<file path="config.mk">
export PLATFORM = sky130hd
export DESIGN_NAME = call_ret_ctrl
export DESIGN_NICKNAME = d
export VERILOG_FILES = /design/src/rtl/call_ret_ctrl.sv
export SDC_FILE = /design/constraint.sdc
export NUM_CORES = 1
export LEC_CHECK = 0
export ABC_AREA = 1
export BUFFER_PORTS_ARGS = -buffer_cell sky130_fd_sc_hd__buf_2
export CORE_MARGIN = 2
export CORE_UTILIZATION = 30
export CTS_CLUSTER_DIAMETER = 120
export CTS_CLUSTER_SIZE = 10
export DETAILED_ROUTE_END_ITERATION = 10
export GPL_TIMING_DRIVEN = 0
export REMOVE_ABC_BUFFERS = 1
export SKIP_CTS_REPAIR_TIMING = 1
export SLEW_MARGIN = 25
export SYNTH_ARGS = -nofsm -noshare
export SYNTH_HDL_FRONTEND = slang
export SYNTH_SLANG_ARGS = --single-unit
</file>
<file path="constraint.sdc">
create_clock -name clk -period 3.6 [get_ports clk]
set_clock_uncertainty 0.1 [all_clocks]
set_input_delay 0.36 -clock clk [delete_from_list [all_inputs] [get_ports clk]]
set_output_delay 0.36 -clock clk [all_outputs]
set_load 0.05 [all_outputs]
</file>
<file path="src/rtl/call_ret_ctrl.sv">
// Return-address-stack initiator: turns decoded CALL/RET into stack push/pop and fetch PC loads.
// CALL: push + pc_load one cycle after acceptance; RET: pop at +1, pc_load at +3; cmd_ready only in IDLE.
module call_ret_ctrl #(
  parameter int ADDR_W = 14,
  parameter int DEPTH  = 12,
  parameter int PTR_W  = 4
) (
  input  logic              clk,
  input  logic              reset,
  input  logic              cmd_valid,
  output logic              cmd_ready,
  input  logic [1:0]        cmd_op,
  input  logic [ADDR_W-1:0] cmd_target,
  input  logic [ADDR_W-1:0] pc_cur,
  output logic              stk_push_en,
  output logic              stk_pop_en,
  output logic [PTR_W-1:0]  stk_addr,
  output logic [ADDR_W-1:0] stk_wdata,
  input  logic [ADDR_W-1:0] stk_rdata,
  output logic              pc_load,
  output logic [ADDR_W-1:0] pc_next,
  output logic [PTR_W-1:0]  depth,
  output logic              err_ovf,
  output logic              err_udf,
  input  logic              err_clr
);

  typedef enum logic [2:0] {
    S_IDLE,
    S_CALL_PUSH,
    S_RET_POP,
    S_RET_WAIT,
    S_RET_LOAD
  } state_t;

  localparam logic [PTR_W-1:0] DEPTH_P = PTR_W'(DEPTH);
  localparam logic [1:0]       OP_CALL = 2'b01;
  localparam logic [1:0]       OP_RET  = 2'b10;

  state_t              state_q, state_d;
  logic [PTR_W-1:0]    depth_q, depth_d;
  logic [PTR_W-1:0]    addr_q, addr_d;
  logic [ADDR_W-1:0]   wdata_q, wdata_d;
  logic [ADDR_W-1:0]   pc_q, pc_d;
  logic                ovf_q, ovf_d;
  logic                udf_q, udf_d;

  logic accept, is_call, is_ret, full, empty, call_ok, ret_ok;

  assign accept  = cmd_valid && (state_q == S_IDLE);
  assign is_call = accept && (cmd_op == OP_CALL);
  assign is_ret  = accept && (cmd_op == OP_RET);
  assign full    = (depth_q == DEPTH_P);
  assign empty   = (depth_q == '0);
  assign call_ok = is_call && !full;
  assign ret_ok  = is_ret && !empty;

  // State register
  always_ff @(posedge clk) begin
    if (reset) begin
      state_q <= S_IDLE;
      depth_q <= '0;
      addr_q  <= '0;
      wdata_q <= '0;
      pc_q    <= '0;
      ovf_q   <= 1'b0;
      udf_q   <= 1'b0;
    end else begin
      state_q <= state_d;
      depth_q <= depth_d;
      addr_q  <= addr_d;
      wdata_q <= wdata_d;
      pc_q    <= pc_d;
      ovf_q   <= ovf_d;
      udf_q   <= udf_d;
    end
  end

  // Next-state logic
  always_comb begin
    state_d = state_q;
    case (state_q)
      S_IDLE: begin
        if (call_ok)     state_d = S_CALL_PUSH;
        else if (ret_ok) state_d = S_RET_POP;
      end
      S_CALL_PUSH: state_d = S_IDLE;
      S_RET_POP:   state_d = S_RET_WAIT;
      S_RET_WAIT:  state_d = S_RET_LOAD;
      S_RET_LOAD:  state_d = S_IDLE;
      default:     state_d = S_IDLE;
    endcase
  end

  // Address/data are latched at acceptance so they are stable during the enable cycle
  // and simply hold afterwards; pc_q doubles as CALL target and RET read-back holder.
  always_comb begin
    depth_d = depth_q;
    addr_d  = addr_q;
    wdata_d = wdata_q;
    pc_d    = pc_q;
    if (state_q == S_CALL_PUSH) depth_d = depth_q + PTR_W'(1);
    if (state_q == S_RET_POP)   depth_d = depth_q - PTR_W'(1);
    if (call_ok) begin
      addr_d  = depth_q;
      wdata_d = pc_cur + ADDR_W'(1);
      pc_d    = cmd_target;
    end
    if (ret_ok) addr_d = depth_q - PTR_W'(1);
    if (state_q == S_RET_WAIT) pc_d = stk_rdata;
    ovf_d = (ovf_q && !err_clr) || (is_call && full);
    udf_d = (udf_q && !err_clr) || (is_ret && empty);
  end

  // Output logic
  always_comb begin
    cmd_ready   = (state_q == S_IDLE);
    stk_push_en = (state_q == S_CALL_PUSH);
    stk_pop_en  = (state_q == S_RET_POP);
    pc_load     = (state_q == S_CALL_PUSH) || (state_q == S_RET_LOAD);
  end

  assign stk_addr  = addr_q;
  assign stk_wdata = wdata_q;
  assign pc_next   = pc_q;
  assign depth     = depth_q;
  assign err_ovf   = ovf_q;
  assign err_udf   = udf_q;

endmodule

</file>
-- After elaboration in Yosys (flattened, before gate mapping)
Cells that the tools add are included.
Widths: inputs -> output; s select.
- register bits: 41
- output and inout bits: 42
- reduce and logical (&&, ||, !) cells: 20
- add/sub/neg operators: 3
- eq/ne operators: 8
- muxes and demuxes: 9
- operators by type and width (cell ; count):
    $mux 14 ; 2
    $mux 4 ; 4
    $add 14x1->14 const B ; 1
    $logic_and 1x1->1 ; 9
    $pmux 3 s3 ; 1
    $eq 3x2->1 const B ; 2
    $mux 3 ; 2
    $reduce_bool 2->1 ; 3
    $add 4x1->4 const B ; 1
    $eq 4x4->1 const B ; 1
    $logic_not 4->1 ; 1
    $sub 4x1->4 const B ; 1
    $eq 3x1->1 const B ; 1
    $eq 3x3->1 const B ; 1
    $logic_not 1->1 ; 3
    $logic_not 3->1 ; 1
    $logic_or 1x1->1 ; 3
    $ne 3x1->1 const B ; 1
    $eq 2x1->1 const B ; 1
    $eq 2x2->1 const B ; 1

-- Longest topological paths before layout
Gate-level depths: netlist of run 1.
- word-level depth: 7
- depth in mapped cells: 9
- depth with buffers taken out: 9

-- Least setup slack after synthesis of run 1
OpenSTA, ideal clock, no wires.
- kind: register to register
- start: register depth_q[0] (netlist: depth[0])
- end: register wdata_q[2] (netlist: stk_wdata[2])
- cell stages (with the launch flop): 8
- path buffers: 1
- library setup time: 0.116 ns
- setup slack: 1.616 ns
- required time: 3.384 ns
- arrival: 1.768 ns
- path through: dfxtp_1 -> inv_1 -> ha_1 -> nand3_1 -> nand2_4 -> buf_2 -> o21ai_0 -> nor2_1
- word-level cells in the longest chain between the ends: 3
- ends and longest elaborated chain (item ; line ; RTL):
    start: declaration ; 41 ; logic [PTR_W-1:0] depth_q, depth_d;
    start signal: assignment ; 70 ; depth_q <= depth_d;
    $eq 4x4->1 ; 53 ; assign full = (depth_q == DEPTH_P);
    $logic_not 1->1 ; 55 ; assign call_ok = is_call && !full;
    $logic_and 1x1->1 ; 55 ;
    end signal: assignment ; 72 ; wdata_q <= wdata_d;
    end: declaration ; 43 ; logic [ADDR_W-1:0] wdata_q, wdata_d;
Every way passes these cells.
A chain may end at the register's enable or synchronous reset.

-- Worst setup path after layout of run 1
- start: register depth_q[0] (netlist: depth[0])
- end: register wdata_q[13] (netlist: stk_wdata[13])
Same word-level chain as after synthesis.

==> results by group, run 1 <==
Outcome
  – Run status: completed

Global route
  – Antenna violations before repair: 0
  – Met3 usage: 2.85%
  – GRT Util Overall: 13.9%
  – Vias in the first global route: 2146
  – Largest net degree at the start of global routing: 32
  – GRT met2 Usage: 23.7%
  – Most Used Layer, Global Route: met2
  – GR Util met1: 17.6%
  – Global-route wire length before repair: 9780 um
  – Total gr overflow: 0

Hold path
  – Hold Path Sink: stk_wdata[0]$_SDFFE_PP0P_
  – Hold Path Depth: 2
  – Hold_sp: pc_cur[0]
  – Hold Path Class: input port to register

Timing
  – Fin Setup TNS: 0 ns
  – Final period util: 61.1%
  – Fin Hold WS: 0.179 ns
  – Worst Slack Setup Final: 1.40 ns
  – Worst slew pin tran: 0.630 ns
  – Worst slew margin: 57.9%
  – Max Clock Freq: 454 MHz
  – RSZ-0062 raised after global routing: false
  – Fin. Hold Viols: 0
  – Final slew viol count: 0
  – Minimum clock period: 2.20 ns
  – Final setup vio count: 0

Yosys
  – EDFF count, synth: 0
  – Synth warn: 0
  – Async SR Flop Fraction: 0%
  – Cells after Synth: 348
  – Seq/Total Area, Yosys: 34.6%
  – Synth Flop Type: dfxtp_1
  – Mapped Area: 2370 um^2
  – Synthesized area per cell: 6.82 um^2
  – Synth Register Bits: 41
  – Synth cell types: 28

Floorplan
  – Die area: 8640 um^2
  – Die X-Extent: 93.0 um
  – Core Rows: 32
  – Core Area: 7690 um^2
  – Initial Utilization: 30.9%
  – Die height: 93.0 um
  – I/O Pins: 90

Place
  – Post-placement cell area: 2860 um^2
  – Buffers on Ports: 89
  – DP HPWL: 4240 um
  – Placer Congestion: 0.883
  – Worst slack, placed: 1.41 ns

Clock tree
  – Clk_lat worst skew: 0.29 ns
  – CTS Sinks: 41
  – Clock Pin Slew Worst Setup and Hold Paths: 0.09 ns
  – CTS tree: built
  – Clk buf depth: 2
  – TritonCTS buffer count: 5
  – Htree depth: 2
  – Root buffer cell: clkbuf_8

Finish
  – # nets final: 482
  – Share of post-route cells with drive strength above 1: 29.4%
  – Area Growth Syn to Fin: 26.1%
  – Final Cell Area: 2990 um^2
  – Number of diodes: 0

Route
  – WL/cell: 11.0 um
  – Total routed wirelength: 5880 um
  – Initial drt markers: 79
  – DRC: 0
  – Router iterations before antenna repair: 4
  – Via/cell ratio: 4.43
  – Vias: 2367
  – Routed Antenna Nets: 0

Critical path
  – Critical path buffers and inverters: 3
  – Worst path top cell family by delay: simple AND/OR/NAND/NOR gates
  – FF-to-FF path depth: 9
  – CP max stage cell: dfxtp_1
  – R2R Setup Slk: 1.40 ns
  – Worst path required time: 3.70 ns
  – Crit path launch: depth[0]$_SDFFE_PP0P_
  – WS Path Type: register to register
  – CP Launch Type: register
  – Slowest stage delay, CP: 0.40 ns
  – Crit path DAT: 2.30 ns
  – CP max FO: 28
  – Worst reg2reg path startpoint: depth[0]$_SDFFE_PP0P_
  – CP Cell Sequence: inv_1, ha_1, nand3_1, nand2_4, clkinv_2, nor2_1, nor2_1, nand2_1, inv_1
  – FF-to-FF End: stk_wdata[13]$_SDFFE_PP0P_
  – Endpoint class of the critical path: register

Power and ir drop
  – VDD IR-drop max: 0.000188 V
  – P_leak: 1.57 nW
  – Power Density: 480 nW/um^2

Job
  – MaxCap Viol Count: 0
-- worst register-to-register path, cell delays in order (launching register included) --
cell      delay, ns
dfxtp_1        0.40
inv_1          0.13
ha_1           0.26
nand3_1        0.20
nand2_4        0.33
clkinv_2       0.34
nor2_1         0.17
nor2_1         0.05
nand2_1        0.08
inv_1          0.03
-- power breakdown --
group / switching [mW] / total (mW) / internal (mW)
Sequential: 0.0347 / 0.528 / 0.493
Combinational: 0.337 / 0.460 / 0.124
Clock: 0.172 / 0.448 / 0.276
Total: 0.544 / 1.44 / 0.893
-- layer usage --
layer / up-vias / wire, um
li1: 1270 / -
met1: 1031 / 2770
met2: 60 / 2760
met3: 6 / 284
met4: 0 / 69
met5: - / 0
-- synth_stat cells, types with 3 or more instances --
library cell,number,area share (%)
nand4_1,5,1.3
ha_1,3,1.6
a21oi_1,19,4.0
nand2_1,41,6.5
xor2_1,6,2.2
o21ai_1,7,1.5
buf_2,3,0.63
dfxtp_1,41,35
inv_1,59,9.3
nor3_1,6,1.3
o21ai_2,10,3.7
a21oi_2,10,3.7
nand3_1,38,8.0
nor2_1,58,9.2
o21ai_0,21,4.4
clkbuf_1,5,0.79
-- worst max path at each step --
stage	to	cells past startpoint
global placement	pc_next[5]$_SDFFE_PP0P_	5
global route	stk_wdata[13]$_SDFFE_PP0P_	9
detailed placement	stk_wdata[13]$_SDFFE_PP0P_	9
finish	stk_wdata[13]$_SDFFE_PP0P_	9
CTS	pc_next[5]$_SDFFE_PP0P_	5
floorplan	stk_wdata[10]$_SDFFE_PP0P_	8
-- placed cells by master (no fill, tap or decap) --
cell type / n
bufinv_16: 2
o21ai_0: 21
a21oi_2: 10
or2_2: 1
nand2_1: 41
ha_1: 3
nand2_4: 2
nand3_4: 1
o21ai_1: 7
nor3_1: 6
nor2_8: 1
buf_2: 89
o211ai_1: 1
dfxtp_1: 41
a21oi_1: 19
inv_1: 59
xor2_1: 6
clkbuf_8: 5
nor2_1: 58
nor2_4: 2
nand3_1: 38
o21ai_2: 10
nand3_2: 1
nand4_1: 5
nor3_2: 1
clkinv_2: 2
-- registers in the layout, indices dropped and copies added, names as in the netlist --
signal / count
err_udf: 1
state_q: 3
err_ovf: 1
stk_addr: 4
stk_wdata: 14
pc_next: 14
depth: 4
-- layout make-up --
| type | count | area (um^2) |
|---|---|---|
| clock buffer | 5 | 68.8 |
| clock inverter | 3 | 65.1 |
| fill | 839 | 4690 |
| inverter | 60 | 226 |
| multi-input combinational | 234 | 1240 |
| sequential | 41 | 821 |
| tap | 102 | 128 |
| timing repair buffer | 89 | 445 |
-- kinds of logic (layout without fill, tap and decap cells) --
| logic type | count (synthesis) | count (layout) | synth area share, % |
|---|---|---|---|
| simple gates | 157 | 157 | 30.8 |
| buf+inv | 73 | 157 | 13.2 |
| compound gates | 68 | 68 | 17.6 |
| flops | 41 | 41 | 34.6 |
| xor+xnor | 6 | 6 | 2.21 |
| fa+ha+maj | 3 | 3 | 1.58 |
-- through the flow --
step	total power [mW]	instances	utilization, %
floorplan	0.878	335	-
global placement	0.996	526	37.2
detailed placement	1.00	526	37.2
CTS	1.45	534	38.9
global route	1.52	534	38.9
finish	1.44	534	38.9
Power figures use the tool's default switching activity.
==> run 2, diff against run 1 <==
- clock period: 3.6 -> 1.9 ns (I/O delays scaled with it)
==> results by group, run 2 (same netlist as run 1, synthesis figures left out) <==
Job
  – MaxCap Viol Count: 0 (unchanged)

Finish
  – Share of post-route cells with drive strength above 1: 31.2% (+1.8 points)
  – # nets final: 486 (+0.83%)
  – Non-Filler Instances: 538 (+0.75%)
  – Final Cell Area: 3100 um^2 (+3.4%)
  – Number of diodes: 0 (unchanged)
  – Most frequent cells in the layout: 89 x buf_2, 58 x inv_1, 58 x nor2_1
  – Most common cell after layout, fill and taps aside: buf_2
  – Filler cells: 831 (-0.95%)
  – Area Growth Syn to Fin: 30.5%

Critical path
  – CP max stage cell: dfxtp_1
  – Slowest stage delay, CP: 0.35 ns (-0.05 ns)
  – Worst reg2reg path startpoint: state_q[0]$_SDFFE_PP0P_
  – Worst path required time: 1.61 ns (-2.09 ns)
  – Worst path top cell family by delay: buffers and inverters
  – FF-to-FF End: pc_next[0]$_SDFFE_PP0P_
  – CP max FO: 7 (-75%)
  – R2R Setup Slk: 0.16 ns (-1.24 ns)
  – WS Path Type: register to output pin
  – Cell mode on critical path: inv_1
  – Endpoint class of the critical path: output pin
  – FF-to-FF path depth: 6 (-3)
  – Crit path DAT: 1.48 ns (-0.82 ns)
  – CP Launch Type: register
  – Critical path buffers and inverters: 3 (unchanged)
  – CP Cell Sequence: inv_1, nand3_1, inv_1, buf_2

Floorplan
  – Die area: 8640 um^2 (unchanged)
  – Core Area: 7690 um^2 (unchanged)
  – Core Rows: 32 (unchanged)
  – Die X-Extent: 93.0 um (unchanged)
  – Die height: 93.0 um (unchanged)
  – I/O Pins: 90 (unchanged)
  – Initial Utilization: 30.9% (unchanged)

Clock tree
  – Htree depth: 2 (unchanged)
  – Root buffer cell: clkbuf_8
  – Clock Pin Slew Worst Setup and Hold Paths: 0.09 ns (about the same)
  – CTS tree: built
  – Clk_lat worst skew: 0.30 ns (about the same)
  – CTS Sinks: 41 (unchanged)
  – Clk buf depth: 2 (unchanged)
  – TritonCTS buffer count: 5 (unchanged)

Timing
  – Final slew viol count: 0 (unchanged)
  – RSZ-0062 raised after global routing: false
  – Max Clock Freq: 566 MHz
  – Minimum clock period: 1.77 ns
  – Worst Slack Setup Final: 0.134 ns (-1.27 ns)
  – Final period util: 92.9%
  – Final setup vio count: 0 (unchanged)
  – Fin. Hold Viols: 0 (unchanged)
  – Fin Setup TNS: 0 ns (unchanged)
  – Worst slew margin: 61.7% (+3.7 points)
  – Worst slew pin tran: 0.575 ns (-0.0554 ns)

Place
  – Buffers on Ports: 89 (unchanged)
  – Placer Congestion: 0.883 (unchanged)
  – DP HPWL: 4240 um (unchanged)
  – Post-placement cell area: 2860 um^2 (unchanged)
  – Placed cell count: 526 (unchanged)
  – Worst slack, placed: -0.286 ns (-1.70 ns)

Route
  – Routed Antenna Nets: 0 (unchanged)
  – Router iterations before antenna repair: 4 (unchanged)
  – Initial drt markers: 100 (+27%)
  – Total routed wirelength: 6080 um (+3.3%)
  – Vias: 2407 (+1.7%)
  – WL/cell: 11.3 um (+2.5%)
  – Via/cell ratio: 4.47 (+0.93%)
  – DRC: 0 (unchanged)

Global route
  – Global-route wire length before repair: 9780 um (unchanged)
  – Vias in the first global route: 2146 (unchanged)
  – Total gr overflow: 0 (unchanged)
  – GRT Util Overall: 13.9% (unchanged)
  – Largest net degree at the start of global routing: 32 (unchanged)
  – Antenna violations before repair: 0 (unchanged)

Hold path
  – Hold Path Class: input port to register
  – Hold Path Depth: 2 (unchanged)
  – Hold Path Sink: stk_wdata[0]$_SDFFE_PP0P_
  – Hold_sp: pc_cur[0]

Power and ir drop
  – Power, Total: 2.77 mW (+93%)
  – Power Density: 893 nW/um^2 (+86%)
  – VDD IR-drop max: 0.000369 V (+96%)
  – P_leak: 1.58 nW (+1.1%)

Outcome
  – Run status: completed
-- run 2: layout make-up --
| type | count | area [um^2] | share of cell area (%) |
|---|---|---|---|
| clock buffer | 5 | 68.8 | 2.22 |
| multi-input combinational | 235 | 1290 | 41.5 |
| clock inverter | 3 | 65.1 | 2.10 |
| inverter | 60 | 234 | 7.56 |
| tap | 102 | 128 | 4.12 |
| timing repair buffer | 92 | 493 | 15.9 |
| sequential | 41 | 822 | 26.5 |
-- run 2: worst max path at each step --
stage,endpoint,slack [ns],depth (start not counted),start
2_1_floorplan,stk_wdata[10]$_SDFFE_PP0P_,-0.18,8,depth[0]$_SDFFE_PP0P_
3_3_place_gp,pc_next[5]$_SDFFE_PP0P_,-0.27,5,state_q[0]$_SDFFE_PP0P_
3_5_place_dp,stk_wdata[13]$_SDFFE_PP0P_,-0.29,9,depth[0]$_SDFFE_PP0P_
4_1_cts,pc_next[5]$_SDFFE_PP0P_,-0.32,5,state_q[0]$_SDFFE_PP0P_
5_1_grt,stk_push_en,0.005,4,state_q[1]$_SDFFE_PP0P_
6_report,stk_push_en,0.13,4,state_q[1]$_SDFFE_PP0P_
-- run 2: per-stage QoR --
step	util, %	hold WS (ns)
finish	40.3	0.00684
global route	40.3	0.00354
CTS	38.9	-0.00378
detailed placement	37.2	0.320
global placement	37.2	0.317
floorplan	-	0.152
-- run 2: routing by layer --
layer  vias up  wire, um  global-route usage, %
met1      1049      2790                   17.6
met4         0        73                   4.04
li1       1287         -                      -
met2        65      2920                   23.7
met3         6       287                   2.85
met5         -         0                      0
-- run 2: where the power goes --
group / internal, mW / switching, mW / total, mW / leakage, nW
logic: 0.253 / 0.653 / 0.906 / 1.18
clock network: 0.523 / 0.332 / 0.854 / 0.0681
registers: 0.936 / 0.0696 / 1.01 / 0.334
total: 1.71 / 1.05 / 2.77 / 1.58
==> run 3, diff against run 2 <==
- CORE_MARGIN: 2 -> not set
- PLACE_DENSITY: not set -> 0.59
==> results by group, run 3 (same netlist as run 1, synthesis figures left out) <==
Critical path
  – CP max stage cell: dfxtp_1
  – CP Cell Sequence: inv_1, ha_1, nand3_2, nand2_8, nand2_8, o21ai_0, a21oi_1
  – FF-to-FF End: pc_next[0]$_SDFFE_PP0P_
  – CP Launch Type: register
  – Crit path DAT: 1.82 ns (+0.34 ns)
  – Cell depth of the worst setup path: 7 (+3)
  – Critical path buffers and inverters: 1 (-2)
  – FF-to-FF path depth: 7 (+1)
  – R2R Setup Slk: 0.13 ns (-0.03 ns)
  – Worst path required time: 1.95 ns (+0.34 ns)
  – Cell mode on critical path: nand2_8
  – WS Path Type: register to register
  – Worst reg2reg path startpoint: depth[1]$_SDFFE_PP0P_
  – Slowest stage delay, CP: 0.37 ns (+0.02 ns)
  – Worst path top cell family by delay: simple AND/OR/NAND/NOR gates
  – CP max FO: 14 (+7)
  – Endpoint class of the critical path: register

Power and ir drop
  – Combinational fraction of design power: 34.8% (+2.0 points)
  – P_sw: 1.03 mW (-2.7%)
  – Power Density: 846 nW/um^2 (-5.3%)
  – Sw Ratio: 39.5% (+1.4 points)
  – Power share of the clock group: 26.4% (-4.5 points)
  – Seq pwr share: 38.8% (+2.4 points)
  – Cell internal pwr: 1.57 mW (-8.3%)
  – VDD IR-drop max: 0.000269 V (-27%)
  – Power, Total: 2.60 mW (-6.2%)
  – P_leak: 1.57 nW (-0.81%)

Place
  – Worst slack, placed: -0.317 ns (-0.0316 ns)
  – Placer Congestion: 0.869 (-1.6%)
  – Buffers on Ports: 89 (unchanged)
  – DP HPWL: 4140 um (-2.3%)

Global route
  – Global-route wire length before repair: 9740 um (-0.50%)
  – Antenna violations before repair: 0 (unchanged)
  – GR Util met1: 18.3% (+0.71 points)
  – Most Used Layer, Global Route: met2
  – GRT met2 Usage: 23.8% (+0.13 points)
  – Total gr overflow: 0 (unchanged)
  – Largest net degree at the start of global routing: 32 (unchanged)
  – Vias in the first global route: 2159 (+0.61%)
  – GRT Util Overall: 14.3% (+0.40 points)
  – Met3 usage: 2.85% (about the same)

Hold path
  – Hold_sp: err_clr
  – Hold Path Sink: err_ovf$_SDFF_PP0_
  – Hold Path Class: input port to register
  – Hold Path Depth: 4 (+2)

Timing
  – Worst Slack Setup Final: 0.127 ns (-0.00686 ns)
  – Final period util: 93.3% (+0.36 points)
  – Fin. Hold Viols: 0 (unchanged)
  – Final setup vio count: 0 (unchanged)
  – Max Clock Freq: 564 MHz (-0.39%)
  – Minimum clock period: 1.77 ns (+0.00686 ns)
  – Worst slew margin: 61.9% (+0.22 points)
  – Final slew viol count: 0 (unchanged)
  – Fin Setup TNS: 0 ns (unchanged)
  – Worst slew pin tran: 0.572 ns (-0.00328 ns)

Finish
  – Final core occ: 39.9% (-0.37 points)
  – Area Growth Syn to Fin: 29.3%
  – Most frequent cells in the layout: 89 x buf_2, 58 x inv_1, 58 x nor2_1
  – Share of post-route cells with drive strength above 1: 30.8% (-0.39 points)
  – Number of diodes: 0 (unchanged)
  – # nets final: 486 (unchanged)
  – Most common cell after layout, fill and taps aside: buf_2

Clock tree
  – Htree depth: 2 (unchanged)
  – TritonCTS buffer count: 5 (unchanged)
  – CTS Sinks: 41 (unchanged)
  – Clk buf depth: 2 (unchanged)
  – CTS tree: built
  – Clock Pin Slew Worst Setup and Hold Paths: 0.09 ns (about the same)
  – Root buffer cell: clkbuf_8
  – Clk_lat worst skew: 0.29 ns (about the same)

Route
  – DRC: 0 (unchanged)
  – WL/cell: 11.1 um (-2.2%)
  – Router iterations before antenna repair: 6 (+2)
  – Routed Antenna Nets: 0 (unchanged)
  – Total routed wirelength: 5930 um (-2.4%)
  – Initial drt markers: 90 (-10%)
  – Via/cell ratio: 4.46 (-0.23%)
  – Vias: 2397 (-0.42%)

Floorplan
  – I/O Pins: 90 (unchanged)
  – Die height: 91.0 um (-2.2%)
  – Core Area: 7690 um^2 (unchanged)
  – Initial Utilization: 30.9% (unchanged)
  – Core Rows: 32 (unchanged)
  – Die area: 8270 um^2 (-4.3%)
  – Die X-Extent: 91.0 um (-2.2%)

Outcome
  – Run status: completed

Job
  – MaxCap Viol Count: 0 (unchanged)
[run 3: changes by cell type in the layout (fill, tap and decap cells not counted), sizes merged]
cell,previous run,this run
bufinv,2,1
buf,92,91
dlygate4sd3,0,1
[run 3: worst max path at each step]
stage	slack [ns]	end	startpoint
CTS	-0.34	pc_next[4]$_SDFFE_PP0P_	state_q[0]$_SDFFE_PP0P_
finish	0.13	pc_next[0]$_SDFFE_PP0P_	depth[1]$_SDFFE_PP0P_
floorplan	-0.18	stk_wdata[10]$_SDFFE_PP0P_	depth[0]$_SDFFE_PP0P_
global placement	-0.26	stk_wdata[13]$_SDFFE_PP0P_	depth[0]$_SDFFE_PP0P_
global route	-0.007	pc_next[0]$_SDFFE_PP0P_	state_q[2]$_SDFFE_PP0P_
detailed placement	-0.32	pc_next[11]$_SDFFE_PP0P_	state_q[0]$_SDFFE_PP0P_
[run 3: cell type report]
class | instances | area (um^2)
fill | 849 | 4620
multi-input combinational | 235 | 1280
clock buffer | 5 | 68.8
inverter | 60 | 234
tap | 102 | 128
timing repair buffer | 92 | 495
sequential | 41 | 823
clock inverter | 2 | 35.0
[run 3: worst min-delay path: cells and delay by family]
family / cells / cell delay [ns]
AO/OA/AOI/OAI: 1 / 0.05
buffers and inverters: 2 / 0.11
AND/OR/NAND/NOR: 1 / 0.05
[run 3: power by group through the flow]
stage                     clock network (mW)  registers (mW)  logic [mW]
after global routing                   0.759            1.02       0.993
after floorplan                            0            1.25       0.415
after CTS                              0.727            1.00       0.877
after global placement                     0            1.02       0.864
after detailed placement                   0            1.02       0.874
final                                  0.686            1.01       0.902
[run 3: metrics by stage]
stage | hold slack (ns) | instance area, um^2 | cells
2_1_floorplan | 0.152 | 2290 | 335
3_3_place_gp | 0.316 | 2860 | 526
3_5_place_dp | 0.321 | 2860 | 526
4_1_cts | -0.00267 | 2960 | 533
5_1_grt | 0.0480 | 3070 | 537
6_report | 0.0560 | 3070 | 537
[run 3: per-layer routing]
layer,share of wire (%),vias up
met5,0,-
met4,0.69,0
met3,3.6,2
met2,48,55
met1,48,1059
li1,-,1281
